===== config.mk =====
export PLATFORM = sky130hd
export DESIGN_NAME = coef_prog_streamer
export DESIGN_NICKNAME = d
export VERILOG_FILES = /design/src/rtl/coef_prog_streamer.sv
export SDC_FILE = /design/constraint.sdc
export NUM_CORES = 1
export LEC_CHECK = 0
export ABC_AREA = 1
export BUFFER_PORTS_ARGS = -buffer_cell sky130_fd_sc_hd__buf_2
export CAP_MARGIN = 10
export CORE_MARGIN = 3
export CORE_UTILIZATION = 35
export CTS_CLUSTER_DIAMETER = 200
export DETAILED_ROUTE_END_ITERATION = 10
export PLACE_DENSITY = 0.56
export SLEW_MARGIN = 25
export SYNTH_ARGS = -nofsm -noshare
export SYNTH_HDL_FRONTEND = slang
export SYNTH_SLANG_ARGS = --single-unit

===== constraint.sdc =====
create_clock -name clk -period 3.2 [get_ports clk]
set_clock_uncertainty 0.1 [all_clocks]
set_input_delay 0.64 -clock clk [delete_from_list [all_inputs] [get_ports clk]]
set_output_delay 0.64 -clock clk [all_outputs]
set_load 0.01 [all_outputs]

===== src/rtl/coef_prog_streamer.sv =====
// Coefficient-programming stream initiator: buffers processor writes in a FWFT FIFO and
// streams them to a filter's tap_din handshake, tracking count, done and timeout status.
module coef_prog_streamer #(
  parameter int unsigned G_TAP_WIDTH       = 16,
  parameter int unsigned G_FIFO_DEPTH_LOG2 = 4,
  parameter int unsigned G_MAX_TAPS        = 129,
  parameter int unsigned G_DONE_TIMEOUT    = 64,
  localparam int unsigned C_CW             = $clog2(G_MAX_TAPS + 1)
) (
  input  logic                         clk,
  input  logic                         reset,
  input  logic                         enable,
  input  logic                         start,
  input  logic [C_CW-1:0]              num_taps,
  input  logic [G_TAP_WIDTH-1:0]       wr_data,
  input  logic                         wr_valid,
  output logic                         wr_ready,
  output logic [G_TAP_WIDTH-1:0]       prog_dout,
  output logic                         prog_valid,
  input  logic                         prog_ready,
  input  logic                         prog_done,
  output logic                         busy,
  output logic                         done,
  output logic                         error,
  output logic [C_CW-1:0]              words_sent,
  output logic [G_FIFO_DEPTH_LOG2:0]   fifo_level
);

  localparam int unsigned AW    = G_FIFO_DEPTH_LOG2;
  localparam int unsigned PW    = AW + 1;
  localparam int unsigned Depth = 2 ** AW;
  localparam int unsigned TW    = $clog2(G_DONE_TIMEOUT + 1);

  typedef enum logic [2:0] {StIdle, StStream, StWaitDone, StDone, StError} state_e;

  state_e state_q, state_d;

  logic [G_TAP_WIDTH-1:0] mem_q [Depth];
  logic [AW:0]            wr_ptr_q, wr_ptr_d, rd_ptr_q, rd_ptr_d, level_q, level_d;
  logic [G_TAP_WIDTH-1:0] dout_q, dout_d;
  logic [C_CW-1:0]        count_q, count_d, sent_q, sent_d;
  logic [TW-1:0]          timer_q, timer_d;
  logic                   done_q, done_d, error_q, error_d, busy_q, busy_d;
  logic                   empty, full, push, pop, taps_ok, idle_like;

  assign empty     = (wr_ptr_q == rd_ptr_q);
  assign full      = (wr_ptr_q[AW] != rd_ptr_q[AW]) && (wr_ptr_q[AW-1:0] == rd_ptr_q[AW-1:0]);
  assign push      = wr_valid && wr_ready;
  assign pop       = prog_valid && prog_ready;
  assign taps_ok   = (num_taps != '0) && (num_taps <= C_CW'(G_MAX_TAPS));
  assign idle_like = (state_q == StIdle) || (state_q == StDone) || (state_q == StError);

  always_ff @(posedge clk) begin
    if (push) mem_q[wr_ptr_q[AW-1:0]] <= wr_data;
  end

  // prog_dout is a registered copy of the FIFO head; it holds while the FIFO is empty.
  always_comb begin
    wr_ptr_d = wr_ptr_q + PW'(push);
    rd_ptr_d = rd_ptr_q + PW'(pop);
    level_d  = level_q;
    if (push && !pop) level_d = level_q + PW'(1);
    else if (!push && pop) level_d = level_q - PW'(1);
    dout_d = dout_q;
    if (level_d != '0) begin
      dout_d = (push && (wr_ptr_q[AW-1:0] == rd_ptr_d[AW-1:0])) ? wr_data
                                                                 : mem_q[rd_ptr_d[AW-1:0]];
    end
  end

  always_ff @(posedge clk or posedge reset) begin
    if (reset) begin
      state_q <= StIdle;
    end else if (!enable) begin
      state_q <= StIdle;
    end else begin
      state_q <= state_d;
    end
  end

  always_comb begin
    state_d = state_q;
    case (state_q)
      StIdle, StDone, StError: if (start) state_d = taps_ok ? StStream : StError;
      StStream: begin
        if (prog_done) state_d = StError;
        else if (pop && (sent_q + C_CW'(1) == count_q)) state_d = StWaitDone;
      end
      StWaitDone: begin
        if (prog_done) state_d = StDone;
        else if (timer_q == TW'(G_DONE_TIMEOUT)) state_d = StError;
      end
      default: state_d = StIdle;
    endcase
  end

  always_comb begin
    wr_ready   = enable && !full && !reset;
    prog_valid = enable && (state_q == StStream) && !empty;
    count_d    = count_q;
    sent_d     = sent_q;
    done_d     = done_q;
    error_d    = error_q;
    if (idle_like && start) begin
      done_d  = 1'b0;
      error_d = !taps_ok;
      if (taps_ok) begin
        count_d = num_taps;
        sent_d  = '0;
      end
    end
    if (pop) sent_d = sent_q + C_CW'(1);
    if ((state_q == StWaitDone) && (state_d == StDone)) done_d = 1'b1;
    if (!idle_like && (state_d == StError)) error_d = 1'b1;
    timer_d = ((state_q == StWaitDone) && (state_d == StWaitDone)) ? timer_q + TW'(1) : '0;
    busy_d  = (state_d == StStream) || (state_d == StWaitDone);
  end

  always_ff @(posedge clk or posedge reset) begin
    if (reset) begin
      wr_ptr_q <= '0;
      rd_ptr_q <= '0;
      level_q  <= '0;
      dout_q   <= '0;
      count_q  <= '0;
      sent_q   <= '0;
      timer_q  <= '0;
      done_q   <= 1'b0;
      error_q  <= 1'b0;
      busy_q   <= 1'b0;
    end else if (!enable) begin
      wr_ptr_q <= '0;
      rd_ptr_q <= '0;
      level_q  <= '0;
      dout_q   <= '0;
      count_q  <= '0;
      sent_q   <= '0;
      timer_q  <= '0;
      done_q   <= 1'b0;
      error_q  <= 1'b0;
      busy_q   <= 1'b0;
    end else begin
      wr_ptr_q <= wr_ptr_d;
      rd_ptr_q <= rd_ptr_d;
      level_q  <= level_d;
      dout_q   <= dout_d;
      count_q  <= count_d;
      sent_q   <= sent_d;
      timer_q  <= timer_d;
      done_q   <= done_d;
      error_q  <= error_d;
      busy_q   <= busy_d;
    end
  end

  assign prog_dout  = dout_q;
  assign busy       = busy_q;
  assign done       = done_q;
  assign error      = error_q;
  assign words_sent = sent_q;
  assign fifo_level = level_q;

endmodule

==> impl_results.md, run 1 <==
- Dpl hpwl: 22.2 mm
- Clk root buf: clkbuf_16
- Clock period minus worst slack: 2960 ps
- Via density: 5.20
- TritonCTS clock tree: yes
- Slew Limit Fails: 0
- Hold Crit Class: in -> async
- Syn_nets: 1,252
- Slew margin rel.: 58.7%
- Final Setup Violations: 0
- FF-to-FF Start: wr_ptr_q[2]$_DFF_PP0_
- Average wire per standard cell: 20.0 um
- Final core utilization: 42.8%
- Fmax: 338 MHz
- Primary FF master, synth: edfxtp_1
- Final worst slack: 243 ps
- Syn_area_per_cell: 11.2 sq um
- Top-area cell type share of the netlist area: 56.6%
- Dpl ws: 99.1 ps
- RD Place Congestion: 0.806
- Worst Tran Pin Value: 618 ps
- Pin count of the biggest net entering global routing: 80
- Worst Reg-to-Reg Cells: 20
- Most instantiated cells after synthesis: 296 x nand2_1, 256 x edfxtp_1, 149 x a21oi_1
- First-pass GRT wire length: 57.3 mm
- Final wirelength: 37.1 mm
- Gr busiest metal: met2
- Initial antenna violation count: 1
- Die Footprint: 41,200 sq um
- Hold Buf Count CTS: 0
- Leakage power: 6.42 nW
- Syn Inst Count: 1,212
- Max Root-Sink Buffers: 3
- EDFF count, synth: 256
- VDD IR max: 0.337 mV
- Seq/Total Area, Yosys: 67.7%
- Met3 Resource Use GR: 3.19%
- All-layer global routing usage: 18.0%
- Post-synth cell types: 40
- Synthesized area: 13,600 sq um
- Total number of vias: 9,664
- RSZ-0062 raised after global routing: no
- Share of post-route cells with drive strength above 1: 17.8%
- Synth area leader: edfxtp_1
- Crit-path max FO: 13
- Cell with the most instances after synthesis: nand2_1
- Clock-pin slew on the worst setup and hold paths: 60 ps
- Synth-to-Final Area Change: 19.5%
- PwrDens: 543 nW/um^2
- Setup crit end kind: register
- Initial Utilization: 35.8%
- Setup_tns: 0 ps
- TritonCTS Buffers: 34
- 1st-iter DRT viols: 786
- Clk Latency, worst-skew pair: 520 ps
- Synth area leaders: edfxtp_1 57%, dfrtp_1 11%, nand2_1 8.2%, a21oi_1 5.5%, a22oi_1 3.5%
- Met2 usage: 29.0%
- Cell Rows: 71
- IO buf count: 64
- Max Cap Violations: 0
- Final Hold Vio Count: 0
- Drc violations: 0
- GRT met1 Usage: 25.4%
- Core area: 37,900 sq um
- Critical path data arrival time: 3260 ps
- Setup CP Type: reg -> reg
- Vias in the first global route: 9,303
- Worst setup startpoint: wr_ptr_q[2]$_DFF_PP0_
- IO Pins: 65
- Design Power: 8.81 mW
- CP required: 3500 ps
- Status: finished, final reports clean
- TritonCTS Sinks: 316
- Yosys warnings: 0
- Post-DRT Antenna Nets: 0
- # H-tree levels: 2
- Final nets: 1,359
- Placed instance count: 1,792
- DRT Pass-1 Iters: 6
- Die extent in x: 203 um
- Critical path launch point type: register
- Final cell count without fillers: 1,857
- Synth Register Bits: 316
- GRT overflow: 0
- Fin crit share: 92.4%
- FFs w/ async S/R, synth: 19.0%
- Die Y: 203 um
==> final timing paths <==
kind / to / slack (ps)
min reg2reg: timer_q[0]$_DFF_PP0_ / 380
max reg2reg: prog_dout[8]$_DFFE_PP0P_ / 240
min in group clk: count_q[0]$_DFFE_PP0P_ / 270
max: prog_dout[8]$_DFFE_PP0P_ / 240
max in group asynchronous: prog_dout[6]$_DFFE_PP0P_ / 2270
min: words_sent[0]$_DFFE_PP0P_ / 100
==> cell type report <==
cell class,count,area (sq um)
Multi-Input combinational cell,776,4020
Timing Repair Buffer,134,1050
Sequential cell,316,9190
Clock buffer,45,912
Fill cell,3590,21700
Clock inverter,17,196
Antenna cell,1,2.50
Inverter,57,216
Tap cell,511,639
==> power by group <==
part	total, mW	switching, mW	internal [mW]	leakage [nW]
Clock	3.89	1.61	2.27	0.537
Sequential	4.53	0.0409	4.49	3.12
Combinational	0.391	0.270	0.121	2.77
Total	8.81	1.93	6.89	6.42
==> layout by cell type, fill, tap and decap left out, types with 3 or more instances in the layout <==
cell and n:
inv_2 9, buf_12 15, clkinv_2 5, nor3_1 25, nor2_2 20, nor2_1 49
buf_2 64, nand3_1 70, clkinv_1 7, xnor2_1 3, nand4_1 20, or2_2 3
clkbuf_1 9, nand2_1 296, dfrtp_1 59, clkbuf_16 35, edfxtp_1 256, ha_1 7
nand3_2 4, nand3b_1 3, nand2_2 4, o21ai_0 16, xor2_1 20, bufinv_16 3
inv_1 45, a22oi_1 63, a21oi_1 148, buf_4 53, nor2_4 4
==> metrics by stage <==
stage | hold WS (ps) | instance area (sq um)
2_1_floorplan | 355 | 13600
3_3_place_gp | 365 | 15100
3_5_place_dp | 382 | 15100
4_1_cts | 112 | 16200
5_1_grt | 141 | 16200
6_report | 103 | 16200
==> critical path, cell delays in order, from the launching register on <==
cell	delay (ps)
dfrtp_1	450
inv_2	100
nand2_1	60
nand2_1	70
nor2_4	120
nand3b_2	110
nand2_2	100
nor2_4	50
ha_4	160
ha_4	340
inv_2	90
buf_12	160
a21oi_1	110
a22oi_1	90
nand2_1	90
nand3_1	120
a21oi_1	170
nor3_1	60
buf_4	160
nand2_1	60
nand2_1	50
==> what timing repair did <==
item                                    CTS  global route
gates resized for setup                   0             6
setup buffers                             0             1
endpoints found under the setup margin    0            15
==> kinds of logic (layout without fill, tap and decap cells) <==
family / after synthesis / after routing / synth area share (%)
and+or+nand+nor: 506 / 506 / 16.4
DFF: 316 / 316 / 67.7
AOI/OAI and AO/OA: 236 / 236 / 9.97
buffers and inverters: 120 / 253 / 3.46
xor gates and xnor gates: 25 / 25 / 1.67
adders and majority gates: 9 / 9 / 0.829
other: 0 / 1 / 0
==> state kept, by name (all words and copies together) (netlist names) <==
register    flops
count_q         8
prog_dout      16
words_sent      8
busy            1
done            1
mem_q         256
timer_q         7
error           1
rd_ptr_q        5
wr_ptr_q        5
fifo_level      5
state_q         3
==> routing by layer <==
layer,vias to the layer above,wire length [um]
met1,4779,16400
met5,-,0
met2,308,17400
met3,63,2430
met4,0,838
li1,4514,-
Power figures use the tool's default switching activity.
==> run 2, diff against run 1 <==
--- a/config.mk
+++ b/config.mk
@@ -11,6 +11,7 @@
 export CORE_MARGIN = 3
-export CORE_UTILIZATION = 35
+export CORE_UTILIZATION = 55
 export CTS_CLUSTER_DIAMETER = 200
 export DETAILED_ROUTE_END_ITERATION = 10
-export PLACE_DENSITY = 0.56
+export GPL_TIMING_DRIVEN = 0
+export PLACE_DENSITY = 0.79
 export SLEW_MARGIN = 25
--- a/constraint.sdc
+++ b/constraint.sdc
@@ -4,2 +4,2 @@
 set_output_delay 0.64 -clock clk [all_outputs]
-set_load 0.01 [all_outputs]
+set_load 0.02 [all_outputs]
==> run 2 against run 1 <==
Compared with the run above:
- power fell by 2.5%
- critical path type unchanged
- first-iteration DRC count up 54%
- sequential share of layout area about the same
==> impl_results.md, run 2 (synthesis results as in run 1) <==
- Status: finished, final reports clean
- DRT Pass-1 Iters: 6
- Worst Tran Pin Value: 973 ps
- IO buf count: 63
- Max Root-Sink Buffers: 3
- Highest-count cells in the layout ignoring fill and taps: 296 x nand2_1, 256 x edfxtp_1, 138 x a21oi_1, 65 x buf_2, 62 x nand3_1
- Worst Reg-to-Reg Cells: 19
- Filler cells: 1,615
- Worst-path cell chain: inv_1 -> nand2_1 -> nand2_1 -> nor2_2 -> nand3b_2 -> nand2_2 -> nor2_4 -> ha_4 -> ha_4 -> clkbuf_8 -> clkbuf_4 -> a21oi_1 -> a22oi_1 -> nand2_1 -> nand3_1 -> a21oi_2 -> nor3_2 -> nand2_1 -> nand2_1
- IO Pins: 65
- Clk Latency, worst-skew pair: 570 ps
- Final nets: 1,383
- Critical path data arrival time: 3600 ps
- Critical path destination: prog_dout[9]$_DFFE_PP0P_
- Final Hold Vio Count: 0
- Most common cell after layout, fill and taps aside: nand2_1
- Met3 Resource Use GR: 5.30%
- Final Setup Violations: 0
- Initial Utilization: 56.8%
- VDD IR max: 0.461 mV
- TritonCTS Sinks: 316
- FF-to-FF Start: rd_ptr_q[2]$_DFF_PP0_
- Die extent in x: 163 um
- All-layer global routing usage: 27.5%
- Pin count of the biggest net entering global routing: 44
- Drc violations: 0
- Met2 usage: 44.7%
- Core area: 23,900 sq um
- Leakage power: 6.45 nW
- CP delay by family, top: simple AND/OR/NAND/NOR gates
- Total number of vias: 10,164
- Design Power: 8.60 mW
- # H-tree levels: 1
- 1st-iter DRT viols: 1,208
- Die Y: 163 um
- Average wire per standard cell: 22.2 um
- CP max-delay cell: dfrtp_2
- Crit Reg-Reg Endpoint: prog_dout[9]$_DFFE_PP0P_
- Final wirelength: 37.5 mm
- Slew margin rel.: 35.1%
- First-pass GRT wire length: 55.8 mm
- Synth-to-Final Area Change: 19.6%
- Gr busiest metal: met2
- Clk root buf: clkbuf_16
- Crit-path max FO: 10
- Via density: 6.03
- CP Buf/Inv Count: 3
- Fin crit share: 99.8%
- Slew Limit Fails: 0
- Hold Crit Class: in -> reg
- Die Footprint: 26,600 sq um
- Final instance area: 16,200 sq um
- Setup crit end kind: register
- CP dominant cell by count: nand2_1
- WP depth: 19
- Worst setup startpoint: rd_ptr_q[2]$_DFF_PP0_
- Vias in the first global route: 9,858
- PwrDens: 529 nW/um^2
- TritonCTS Buffers: 31
- CP max stage delay: 470 ps
- Post-DRT Antenna Nets: 0
- Max reg flops: 256
- Setup CP Type: reg -> reg
- Share of post-route cells with drive strength above 1: 22.6%
- Initial antenna violation count: 0
- RD Place Congestion: 0.979
- GRT overflow: 0
- GRT met1 Usage: 36.4%
- Clock period minus worst slack: 3190 ps
- Max Cap Violations: 0
- CP required: 3610 ps
- Reg2reg setup slack: 5 ps
- Area post-placement: 14,500 sq um
- Clock-pin slew on the worst setup and hold paths: 70 ps
- Setup_tns: 0 ps
- Cell Rows: 56
- Dpl hpwl: 24.1 mm
- Ant diodes: 0
- Fmax: 313 MHz
- TritonCTS clock tree: yes
- Critical path launch point type: register
==> run 2: cell types whose count changed in the layout (fill, tap and decap cells not counted), sizes merged <==
cell	before	now
clkinvlp	1	4
buf	133	121
dlygate4sd3	0	1
clkbuf	46	79
diode	1	0
clkinv	14	10
==> run 2: timing repair <==
action,4_1_cts,5_1_grt
setup buffers,11,10
resized for setup,117,71
pin swaps,6,11
hold buffers,1,0
endpoints found under the hold margin,17,0
gates cloned,0,1
endpoints found under the setup margin,16,16
==> run 2: through the flow <==
step / setup WS, ps / instances / util, % / hold WS [ps]
finish: 5.46 / 1685 / 68.0 / 226
global route: -66.5 / 1685 / 68.0 / 246
CTS: 7.56 / 1675 / 66.8 / 229
detailed placement: -1160 / 1608 / 60.8 / 392
global placement: -1080 / 1594 / 59.8 / 377
floorplan: 31.8 / 1212 / - / 355
==> run 2: worst min path at each step <==
stage | from | end | slack, ps | cells past startpoint
2_1_floorplan | timer_q[0]$_DFF_PP0_ | timer_q[0]$_DFF_PP0_ | 350 | 1
3_3_place_gp | count_q[5]$_DFFE_PP0P_ | count_q[5]$_DFFE_PP0P_ | 380 | 2
3_5_place_dp | count_q[5]$_DFFE_PP0P_ | count_q[5]$_DFFE_PP0P_ | 390 | 2
4_1_cts | num_taps[0] | count_q[0]$_DFFE_PP0P_ | 230 | 3
5_1_grt | num_taps[3] | count_q[3]$_DFFE_PP0P_ | 250 | 3
6_report | num_taps[0] | count_q[0]$_DFFE_PP0P_ | 230 | 3
==> run 2: tightest hold or removal path: stages <==
cell     delay, ps
buf_2           90
nand3_1         70
nand2_1         60
==> run 2: where the power goes <==
part	total [mW]	switching [mW]	internal (mW)
Combinational	0.445	0.317	0.128
Clock	3.63	1.55	2.08
Sequential	4.52	0.0279	4.49
==> run 2: routing by layer <==
metal | vias up | part of all wire [%] | routed length (um)
li1 | 4562 | - | -
met1 | 4856 | 37 | 13900
met2 | 609 | 48 | 17900
met3 | 137 | 10 | 3860
met4 | 0 | 4.8 | 1820
met5 | - | 0 | 0
==> run 2: area by class of cell <==
| cell class | count | area [sq um] | share of cell area, % |
|---|---|---|---|
| inverter | 57 | 223 | 1.37 |
| tap | 319 | 399 | 2.46 |
| clock inverter | 16 | 163 | 1.00 |
| sequential | 316 | 9200 | 56.6 |
| timing repair buffer | 100 | 689 | 4.25 |
| buffer | 61 | 474 | 2.92 |
| clock buffer | 40 | 840 | 5.17 |
| multi-input combinational | 776 | 4250 | 26.2 |
==> run 3, diff against run 2 <==
- CORE_UTILIZATION: 55 -> 40
- PLACE_DENSITY: 0.79 -> 0.62
==> run 3 against run 2 <==
Compared with the run above:
- wire length increased by 3.6%
- via count decreased by 1.8%
- combinational power about the same
- core utilization decreased by 18 points
- first-iteration DRC count decreased by 15%
- register-to-register slack improved by 50 ps
- critical path type unchanged
==> impl_results.md, run 3 (synthesis results as in run 1) <==
- Cell Rows: 66
- Design Power: 8.89 mW
- Die Y: 190 um
- All-layer global routing usage: 21.0%
- Hold Crit Class: in -> reg
- Setup CP Type: reg -> reg
- Average wire per standard cell: 21.5 um
- Max Root-Sink Buffers: 3
- Pin count of the biggest net entering global routing: 39
- Crit Reg-Reg Endpoint: prog_dout[5]$_DFFE_PP0P_
- Reg2reg setup slack: 60 ps
- Worst Reg-to-Reg Cells: 19
- Clk Latency, worst-skew pair: 530 ps
- Via density: 5.53
- Post-DRT Antenna Nets: 0
- HP Start: num_taps[0]
- Worst Tran Pin Value: 890 ps
- Leakage power: 6.51 nW
- Dpl hpwl: 25.1 mm
- Clock period minus worst slack: 3140 ps
- Critical path launch point type: register
- Initial Utilization: 41.1%
- CP dominant cell by count: nand2_1
- CP required: 3560 ps
- CP max stage delay: 420 ps
- First-pass GRT wire length: 57.8 mm
- Internal power: 6.93 mW
- IO buf count: 63
- Total number of vias: 9,982
- Slew margin rel.: 40.6%
- Setup_tns: 0 ps
- Final nets: 1,379
- Final wirelength: 38.8 mm
- TritonCTS Buffers: 35
- Synth-to-Final Area Change: 21.5%
- Sequential Power Share: 50.9%
- GRT overflow: 0
- Fmax: 318 MHz
- Most common cell after layout, fill and taps aside: nand2_1
- IO Pins: 65
- Fin crit share: 98.2%
- Setup crit end kind: register
- Hold EP: count_q[0]$_DFFE_PP0P_
- Max Cap Violations: 0
- RD Place Congestion: 0.936
- Combinational power share: 5.0%
- Die Footprint: 36,200 sq um
- DRT Pass-1 Iters: 7
- Worst-path cell chain: inv_2 -> nand2_1 -> nand2_2 -> nor2_4 -> nand3b_2 -> nand2_2 -> nor2_4 -> ha_4 -> ha_4 -> xnor2_4 -> inv_2 -> nand2_1 -> nand4_1 -> nor2_4 -> clkbuf_2 -> a21oi_1 -> nor3_2 -> nand2_1 -> nand2_1
- Vias in the first global route: 9,812
- PwrDens: 539 nW/um^2
- Clock-pin slew on the worst setup and hold paths: 60 ps
- Critical path data arrival time: 3510 ps
- # H-tree levels: 2
- Clk root buf: clkbuf_16
- 1st-iter DRT viols: 1,022
- Final Setup Violations: 0
- Share of post-route cells with drive strength above 1: 23.2%
- Slew Limit Fails: 0
- Max reg flops: 256
- VDD IR max: 0.461 mV
- Initial antenna violation count: 0
- Status: finished, final reports clean
- CP max-delay cell: dfrtp_1
- FF-to-FF Start: wr_ptr_q[3]$_DFF_PP0_
- Psw: 1.96 mW
- TritonCTS clock tree: yes
- Core area: 33,000 sq um
- Drc violations: 0
- Crit-path max FO: 10
- Highest-count cells in the layout ignoring fill and taps: 295 x nand2_1, 256 x edfxtp_1, 135 x a21oi_1, 65 x buf_2, 63 x nand3_1
- Sw Share: 22.0%
- TritonCTS Sinks: 316
- Ant diodes: 0
- Clock power share: 44.1%
- Die extent in x: 190 um
- Final Hold Vio Count: 0
- Hold path depth: 3
[run 3: cell types whose count changed in the layout (fill, tap and decap cells not counted), sizes merged]
| cell | previous run | this run |
|---|---|---|
| clkinvlp | 4 | 0 |
| buf | 121 | 109 |
| clkbuf | 79 | 84 |
| clkinv | 10 | 18 |
| inv | 56 | 57 |
[run 3: what timing repair did]
| action | in CTS | in global routing |
|---|---|---|
| pin swaps | 6 | 5 |
| hold endpoints to repair | 20 | 0 |
| hold buffers | 1 | 0 |
| gates resized for setup | 146 | 44 |
| setup endpoints to repair | 17 | 16 |
| setup buffers | 7 | 7 |
[run 3: metrics by stage]
step	cell area [sq um]	worst slack, ps	hold slack [ps]	instances	utilization, %
global route	16500	-64.1	333	1806	50.0
detailed placement	14700	-1300	378	1731	44.4
finish	16500	56.4	307	1806	50.0
floorplan	13600	31.8	355	1212	-
global placement	14400	-1270	374	1717	43.7
CTS	16300	0.327	294	1800	49.5
[run 3: critical path, delay by kind of cell (launching register included)]
family / cells / cell delay, ps
AND/OR/NAND/NOR: 12 / 1390
buffers and inverters: 3 / 510
flip-flops: 1 / 420
adder cells (fa/ha/maj): 2 / 350
XOR/XNOR: 1 / 240
AO/OA/AOI/OAI: 1 / 90
[run 3: per-layer routing]
layer / wire length (um) / share of wire, % / track usage (%) / vias to the layer above
li1: - / - / - / 4569
met3: 3120 / 8.0 / 3.51 / 90
met2: 18600 / 48 / 34.6 / 436
met1: 15800 / 41 / 28.5 / 4887
met4: 1330 / 3.4 / 7.39 / 0
met5: 0 / 0 / 0 / -
[run 3: power by group through the flow]
| stage | sequential (mW) | combinational [mW] | clock, mW |
|---|---|---|---|
| global placement | 4.61 | 0.409 | 0 |
| floorplan | 4.64 | 0.192 | 0 |
| global route | 4.53 | 0.485 | 4.12 |
| finish | 4.52 | 0.446 | 3.92 |
| detailed placement | 4.61 | 0.420 | 0 |
| CTS | 4.52 | 0.438 | 3.97 |
[run 3: final cells by class]
| class | instances | area, sq um |
|---|---|---|
| repair buffers | 92 | 612 |
| plain buffers | 61 | 505 |
| fillers | 2967 | 16500 |
| clock inverters | 21 | 190 |
| multi-input cells | 776 | 4310 |
| clock buffers | 41 | 920 |
| flip-flops and latches | 316 | 9200 |
| inverters | 57 | 219 |
| well taps | 442 | 553 |
[run 3: worst max path at each step]
| stage | depth (start not counted) | to | slack, ps | start |
|---|---|---|---|---|
| floorplan | 18 | prog_dout[9]$_DFFE_PP0P_ | 30 | enable |
| global placement | 18 | prog_dout[1]$_DFFE_PP0P_ | -1270 | enable |
| detailed placement | 18 | prog_dout[1]$_DFFE_PP0P_ | -1300 | enable |
| CTS | 16 | prog_dout[5]$_DFFE_PP0P_ | 0.3 | wr_ptr_q[3]$_DFF_PP0_ |
| global route | 19 | prog_dout[5]$_DFFE_PP0P_ | -60 | rd_ptr_q[3]$_DFF_PP0_ |
| finish | 19 | prog_dout[5]$_DFFE_PP0P_ | 60 | wr_ptr_q[3]$_DFF_PP0_ |
